File: config.mk
export PLATFORM = sky130hd
export DESIGN_NAME = board_neighbor_fetch
export DESIGN_NICKNAME = d
export VERILOG_FILES = /design/src/rtl/board_neighbor_fetch.sv
export SDC_FILE = /design/constraint.sdc
export NUM_CORES = 1
export LEC_CHECK = 0
export BUFFER_PORTS_ARGS = -buffer_cell sky130_fd_sc_hd__buf_2
export CAP_MARGIN = 20
export CORE_ASPECT_RATIO = 1.4
export CORE_MARGIN = 1.5
export CORE_UTILIZATION = 33
export CTS_CLUSTER_DIAMETER = 50
export CTS_CLUSTER_SIZE = 12
export DETAILED_ROUTE_END_ITERATION = 10
export SETUP_SLACK_MARGIN = 0.15
export SLEW_MARGIN = 10
export SYNTH_ARGS = -nofsm -noshare
export SYNTH_HDL_FRONTEND = slang
export SYNTH_SLANG_ARGS = --single-unit
File: constraint.sdc
create_clock -name clk -period 8.2 [get_ports clk]
set_clock_uncertainty 0.15 [all_clocks]
set_input_delay 0.41 -clock clk [delete_from_list [all_inputs] [get_ports clk]]
set_output_delay 0.41 -clock clk [all_outputs]
set_load 0.005 [all_outputs]
File: src/rtl/board_neighbor_fetch.sv
// Board tile store reader: fetches a cell's own tile and its four neighbours
// (left, down, right, up) from the synchronous board RAM, one read per cycle,
// and presents the five tile codes together on a valid/ready response port.
module board_neighbor_fetch #(
    parameter int ROWS    = 8,
    parameter int COLS    = 8,
    parameter int COORD_W = 4,
    parameter int ADDR_W  = 6
) (
    input  logic               clk,
    input  logic               rst,
    input  logic               req_valid,
    output logic               req_ready,
    input  logic [COORD_W-1:0] req_row,
    input  logic [COORD_W-1:0] req_col,
    output logic               mem_rd_en,
    output logic [ADDR_W-1:0]  mem_addr,
    input  logic [3:0]         mem_rd_data,
    output logic               resp_valid,
    input  logic               resp_ready,
    output logic [3:0]         tile,
    output logic [3:0]         left,
    output logic [3:0]         down,
    output logic [3:0]         right,
    output logic [3:0]         up,
    output logic               resp_err
);

    typedef enum logic [1:0] {IDLE, FETCH, DRAIN, RESP} state_t;

    state_t             state, state_next;
    logic [2:0]         slot;
    logic [COORD_W-1:0] row_q, col_q;
    logic               err_q;
    logic               pend;
    logic [2:0]         pend_slot;
    logic               req_off;
    logic               accept;
    logic               nb_on;
    logic [COORD_W-1:0] nb_row, nb_col;

    assign req_off = (32'(req_row) >= 32'(ROWS)) || (32'(req_col) >= 32'(COLS));
    assign accept  = (state == IDLE) && req_valid;

    assign req_ready  = (state == IDLE);
    assign resp_valid = (state == RESP);
    assign resp_err   = err_q;

    // Neighbour coordinate and on-board flag for the current fetch slot
    always_comb begin
        nb_row = row_q;
        nb_col = col_q;
        nb_on  = 1'b0;
        case (slot)
            3'd0: nb_on = 1'b1;
            3'd1: begin
                nb_col = col_q - COORD_W'(1);
                nb_on  = (col_q != '0);
            end
            3'd2: begin
                nb_row = row_q + COORD_W'(1);
                nb_on  = (32'(row_q) != 32'(ROWS - 1));
            end
            3'd3: begin
                nb_col = col_q + COORD_W'(1);
                nb_on  = (32'(col_q) != 32'(COLS - 1));
            end
            3'd4: begin
                nb_row = row_q - COORD_W'(1);
                nb_on  = (row_q != '0);
            end
            default: nb_on = 1'b0;
        endcase
    end

    // RAM strobe and address: only during FETCH and only for on-board cells
    always_comb begin
        mem_rd_en = (state == FETCH) && nb_on;
        mem_addr  = '0;
        if (mem_rd_en) begin
            mem_addr = ADDR_W'(nb_row) * ADDR_W'(COLS) + ADDR_W'(nb_col);
        end
    end

    // State register
    always_ff @(posedge clk) begin
        if (rst) begin
            state <= IDLE;
        end else begin
            state <= state_next;
        end
    end

    // Next-state logic
    always_comb begin
        state_next = state;
        case (state)
            IDLE: begin
                if (req_valid) begin
                    state_next = req_off ? RESP : FETCH;
                end
            end
            FETCH: begin
                if (slot == 3'd4) begin
                    state_next = DRAIN;
                end
            end
            DRAIN: state_next = RESP;
            RESP: begin
                if (resp_ready) begin
                    state_next = IDLE;
                end
            end
            default: state_next = IDLE;
        endcase
    end

    // Slot counter, pending-capture tracking and error flag
    always_ff @(posedge clk) begin
        if (rst) begin
            slot      <= 3'd0;
            pend      <= 1'b0;
            pend_slot <= 3'd0;
            err_q     <= 1'b0;
        end else begin
            slot      <= (state == FETCH) ? slot + 3'd1 : 3'd0;
            pend      <= mem_rd_en;
            pend_slot <= slot;
            if (accept) begin
                err_q <= req_off;
            end
        end
    end

    // Latched request coordinate; only meaningful after an accept
    always_ff @(posedge clk) begin
        if (accept) begin
            row_q <= req_row;
            col_q <= req_col;
        end
    end

    // Tile registers: cleared on accept, loaded one cycle after each issued read
    always_ff @(posedge clk) begin
        if (rst || accept) begin
            tile  <= 4'd0;
            left  <= 4'd0;
            down  <= 4'd0;
            right <= 4'd0;
            up    <= 4'd0;
        end else if (pend) begin
            case (pend_slot)
                3'd0:    tile  <= mem_rd_data;
                3'd1:    left  <= mem_rd_data;
                3'd2:    down  <= mem_rd_data;
                3'd3:    right <= mem_rd_data;
                3'd4:    up    <= mem_rd_data;
                default: ;
            endcase
        end
    end

endmodule

==> results.cfg, run 1 <==
[status]
outcome = complete, no violations

[pwr]
power.density_nw_per_um2 = 232
ir_worst_vdd_v = 0.000125
power_leakage_nw = 0.982

[timing]
slew_violations = 0
rsz0062_at_grt = no
final-hold-violation-count = 0
period_share_pct = 42.8
fmax_ghz = 0.285
setup_viol = 0
maxSlewHeadroom_pct = 49.0
tns_ns = 0
max_slew.worst_pin.slew_ns = 0.759
period_needed_ns = 3.51

[synthesis]
syn_inst = 174
synth-edff-count = 8
synth_cell_types = 33
synth_area_um2 = 1820
synth_warnings = 0
synth_most_common_cell = nor2_1
netlist.area_leader.share_pct = 32.9
synthTopCellsByCount = nor2_1, dfxtp_1, mux2i_1
synth-seq-area-share_pct = 46.1
synth-main-ff-cell = dfxtp_1
ys_ff_latch = 38
async_reset_ff_share_pct = 0
syn_area_per_cell_um2 = 10.5
synthesis.nets = 206
yosysTopAreaCell = dfxtp_1
synth_area_leaders = dfxtp_1, edfxtp_1, mux2i_1

[place]
gp_congestion = 0.794
placed_area_um2 = 2120
hpwl_mm = 2.83
port_buffers = 45
dp_cells = 281

[worst_hold_path]
min_path_type = in2reg
min_delay_path_depth = 1
min_to = row_q[2]
min_from = req_row[2]

[setup_path]
worstPathRequired_ns = 7.64
worstSetupPathType = reg2out
end_kind = output pin
crit_path_start_kind = flip-flop
crit_path_max_fanout = 4
max_stage_delay_ns = 0.39
r2r_cells = 5
path_cells = ha_1 > ha_1 > inv_1 > ha_1 > a21o_1 > a21oi_1 > mux2i_1 > xnor2_1 > ha_1 > ha_1 > xnor2_1 > xnor2_1 > nor3_1 > buf_2
cpMaxStageDelayCell = dfxtp_1
r2r-start = state[0]
cp_data_arrival_time_ns = 2.95
rr_endpoint = tile[1]
cpMostUsedCell = ha_1
r2r_slack_ns = 6.21

[clock_tree]
cts-root-buf = clkbuf_8
h-tree-depth = 2
cts_resized = 0
clkSinkCount = 38
cts_buffer_depth = 2
cts_tree = done
cts_buffers = 5
clk_latency_ns = 0.29
holdBufCountCts = 0
clk_pin_slew_worst_paths_ns = 0.08
postCtsSetupRepairBufs = 0

[global_routing]
grt_pass1_vias = 1333
grt_pass1_wl_mm = 6.26
grt_max_degree = 21
antenna_found_initial = 0
grt_util_all_layers_pct = 13.4
grt.overflow.total = 0

[die]
rows = 31
dieHeight_um = 90.9
pin_count = 46
die_w_um = 65.8
core-area_um2 = 5240
start_util_pct = 34.8
dieArea_um2 = 5990

[detailed_routing]
wire_per_inst_um = 12.5
finalWirelength_mm = 3.64
firstDrtPassIters = 4
drc_errors = 0
avgViaCountPerCell = 4.70
ant_nets = 0
via_count = 1364
first_iter_violations = 34

[layout]
diodes = 0
final_cell_area_um2 = 2210
drive_above_1_share_pct = 26.3
layoutNonFillerInstCount = 290
nets = 255
area_delta_synth_final_pct = 21.3

[job]
cap_violations = 0
cell usage in the layout, fill, tap and decap left out, drive strengths merged, types with 2 or more instances in the layout:
cell	netlist	layout
nand4	2	2
a211oi	2	2
nor3	3	3
nor3b	4	4
nand2	4	4
xnor2	5	5
inv	13	14
clkinv	0	2
nor2	36	36
buf	0	46
a2111oi	2	2
clkbuf	5	6
nor4bb	2	2
nor2b	2	2
ha	14	14
fa	2	2
or2	2	2
mux2i	23	23
dfxtp	30	30
edfxtp	8	8
a21oi	2	2
area by class of cell:
class	instances	area (µm²)
Inverter	13	48.8
Sequential cell	38	841
Clock inverter	3	20.0
Multi-Input combinational cell	118	915
Clock buffer	5	68.8
Timing Repair Buffer	47	235
Fill cell	522	3030
Tap cell	66	82.6
sequential cells by signal, indices dropped and copies added (netlist names):
register,flops
pend_slot,3
tile,4
slot,3
left,4
row_q,4
pend,1
up,4
col_q,4
resp_err,1
down,4
right,4
state,2
per-layer routing:
| layer | global-route usage [%] | share of wire, % | up-vias |
|---|---|---|---|
| li1 | - | - | 699 |
| met1 | 16.0 | 43 | 623 |
| met2 | 22.8 | 50 | 35 |
| met3 | 2.97 | 4.6 | 7 |
| met4 | 5.56 | 2.3 | 0 |
| met5 | 0 | 0 | - |
critical path, delay by kind of cell (launching register included):
kind | cells | cell delay [ns]
AO/OA/AOI/OAI | 2 | 0.35
XOR/XNOR | 3 | 0.35
adder cells (fa/ha/maj) | 5 | 1.03
buffers and inverters | 2 | 0.20
flip-flops | 1 | 0.39
multiplexers | 1 | 0.24
AND/OR/NAND/NOR | 1 | 0.12
cells by family (layout without fill, tap and decap cells):
kind of cell    after synthesis  after routing  synth area share [%]
mux                          23             23                  12.6
xor+xnor                      6              6                  2.88
simple gates                 60             60                  16.5
flops                        38             38                  46.1
buf+inv                      18             68                  3.71
compound gates               13             13                  6.38
fa+ha+maj                    16             16                  11.8
worst max path at each step:
stage	end	depth (start not counted)	startpoint	slack, ns
4_1_cts	mem_addr[5]	14	slot[1]	4.65
3_3_place_gp	mem_addr[5]	14	slot[1]	5.06
2_1_floorplan	mem_addr[5]	13	slot[0]	5.21
6_report	mem_addr[5]	14	slot[0]	4.69
5_1_grt	mem_addr[5]	14	slot[1]	4.39
3_5_place_dp	mem_addr[5]	14	slot[1]	4.97
where the power goes:
part           internal (mW)  switching (mW)  leakage (nW)  total, mW
combinational         0.0684          0.0857         0.615      0.154
sequential             0.214          0.0182         0.318      0.232
clock                 0.0599          0.0671        0.0484      0.127
per-stage QoR:
| step | power [mW] | utilization (%) | setup WS [ns] | hold slack (ns) |
|---|---|---|---|---|
| finish | 0.513 | 42.2 | 4.69 | 0.145 |
| global route | 0.553 | 42.2 | 4.39 | 0.135 |
| CTS | 0.523 | 42.1 | 4.65 | 0.135 |
| detailed placement | 0.394 | 40.4 | 4.97 | 0.310 |
| global placement | 0.391 | 40.3 | 5.06 | 0.300 |
| floorplan | 0.342 | - | 5.21 | 0.283 |
No activity file was read; power rests on OpenSTA's default activity.
==> run 2: changes to the inputs <==
clock period = 3.2 ns   (was 8.2 ns; I/O delays follow)
==> run 2 against run 1 <==
Net effect: flip-flop and latch count is the same; via count grew 5.6%; combinational power grew to 2.8 times the previous value; count of clock-buffer cells in the layout grew 2.
==> results.cfg, run 2 (synthesis gave the netlist of run 1 again) <==
[layout]
layout_common_cells = buf_2, nor2_1, dfxtp_1
multi_input_area_um2 = 978
nets = 270
layout_commonest_cell = buf_2
diodes = 0
drive_above_1_share_pct = 32.2
ff_latch_area_um2 = 845
fillers = 505
area_delta_synth_final_pct = 35.5
final_cell_area_um2 = 2470

[timing]
final-hold-violation-count = 0
max_slew.worst_pin.slew_ns = 0.719
rsz0062_at_grt = yes
fmax_ghz = 0.334
maxSlewHeadroom_pct = 51.7
period_needed_ns = 3.00
period_share_pct = 93.6
tns_ns = 0
slew_violations = 0
setup_viol = 0

[pwr]
power_leakage_nw = 1.08
ir_worst_vdd_v = 0.000264
power.density_nw_per_um2 = 607

[setup_path]
worstSetupPathType = reg2out
path_cells = ha_4 > ha_4 > inv_4 > ha_4 > a21o_1 > a21oi_2 > mux2i_1 > xnor2_1 > ha_2 > ha_4 > xnor2_2 > xnor2_1 > nor3_1 > buf_2
r2r-start = slot[0]
max_stage_delay_ns = 0.34
r2r_slack_ns = 1.02
crit_buf_inv = 2
worst_path_dominant_cell_family = adder cells
r2r_cells = 8
startpoint = slot[0]
worstPathRequired_ns = 2.89
cpMostUsedCell = ha_4
cp_data_arrival_time_ns = 2.69
crit_path_start_kind = flip-flop
rr_endpoint = pend
crit_path_max_fanout = 2
end_kind = output pin
cpMaxStageDelayCell = dfxtp_2

[global_routing]
grt_pass1_vias = 1408
grt_max_degree = 21
grt_pass1_wl_mm = 6.40
antenna_found_initial = 0
grt.overflow.total = 0
grt_util_all_layers_pct = 13.7

[die]
start_util_pct = 34.8
dieHeight_um = 90.9
core-area_um2 = 5240
dieArea_um2 = 5990
die_w_um = 65.8
pin_count = 46
rows = 31

[place]
placed_area_um2 = 2130
port_buffers = 45
gp_congestion = 0.785
hpwl_mm = 2.79

[clock_tree]
cts_buffers = 5
cts_buffer_depth = 2
clkSinkCount = 38
cts_tree = done
clk_latency_ns = 0.29
h-tree-depth = 2
clk_pin_slew_worst_paths_ns = 0.08
cts-root-buf = clkbuf_8

[detailed_routing]
via_count = 1441
drc_errors = 0
first_iter_violations = 20
firstDrtPassIters = 4
wire_per_inst_um = 12.8
avgViaCountPerCell = 4.72
ant_nets = 0
finalWirelength_mm = 3.90

[worst_hold_path]
min_delay_path_depth = 3
min_to = tile[3]
min_from = mem_rd_data[3]
min_path_type = in2reg

[job]
cap_violations = 0

[status]
outcome = complete, no violations
run 2: changes by cell type in the layout (fill, tap and decap cells not counted), sizes merged:
| cell | change |
|---|---|
| dlygate4sd3 | +9 |
| clkbuf | +1 |
| clkinv | -2 |
| bufinv | +1 |
| buf | +7 |
| inv | -1 |
run 2: layer usage:
| metal | up-vias | GRT usage (%) | wire [µm] |
|---|---|---|---|
| met3 | 10 | 3.47 | 171 |
| met5 | - | 0 | 0 |
| met2 | 37 | 23.8 | 2000 |
| met4 | 0 | 6.08 | 108 |
| li1 | 725 | - | - |
| met1 | 669 | 15.4 | 1620 |
run 2: worst register-to-register path: stages, from the launching register on:
cell	delay, ns
dfxtp_2	0.34
ha_4	0.17
buf_4	0.12
buf_4	0.12
ha_1	0.23
nor2_1	0.12
nand4_1	0.19
a221oi_4	0.49
nor3b_1	0.12
run 2: repair_timing:
action / 4_1_cts / 5_1_grt
hold endpoints to repair: 14 / 0
hold buffers: 9 / 0
resized for setup: 15 / 2
buffers inserted: 4 / 2
pin swaps: 8 / 7
endpoints found under the setup margin: 2 / 1
run 2: through the flow:
step	worst slack, ns	total power, mW	util, %	hold WS [ns]	cells
2_1_floorplan	0.464	0.877	-	0.0767	174
3_3_place_gp	0.320	1.00	40.6	0.187	282
3_5_place_dp	0.244	1.01	40.6	0.192	282
4_1_cts	0.157	1.52	46.8	0.0160	303
5_1_grt	0.0727	1.59	47.2	0.0256	305
6_report	0.204	1.50	47.2	0.0169	305
run 2: power by group:
part | total, mW | internal (mW) | switching (mW)
combinational | 0.430 | 0.199 | 0.231
sequential | 0.597 | 0.548 | 0.0487
clock | 0.472 | 0.301 | 0.170
run 2: worst max-delay path by stage:
stage	end	cells past startpoint
2_1_floorplan	mem_addr[5]	13
3_3_place_gp	mem_addr[5]	14
3_5_place_dp	mem_addr[5]	14
4_1_cts	mem_addr[5]	12
5_1_grt	mem_addr[5]	14
6_report	mem_addr[5]	14
run 2: cell type report:
class                           instances  area share [%]
Multi-Input combinational cell        118            39.6
Sequential cell                        38            34.2
Timing Repair Buffer                   62            15.2
Clock buffer                            7            4.36
Tap cell                               66            3.34
Inverter                               13            2.08
Clock inverter                          1            1.22
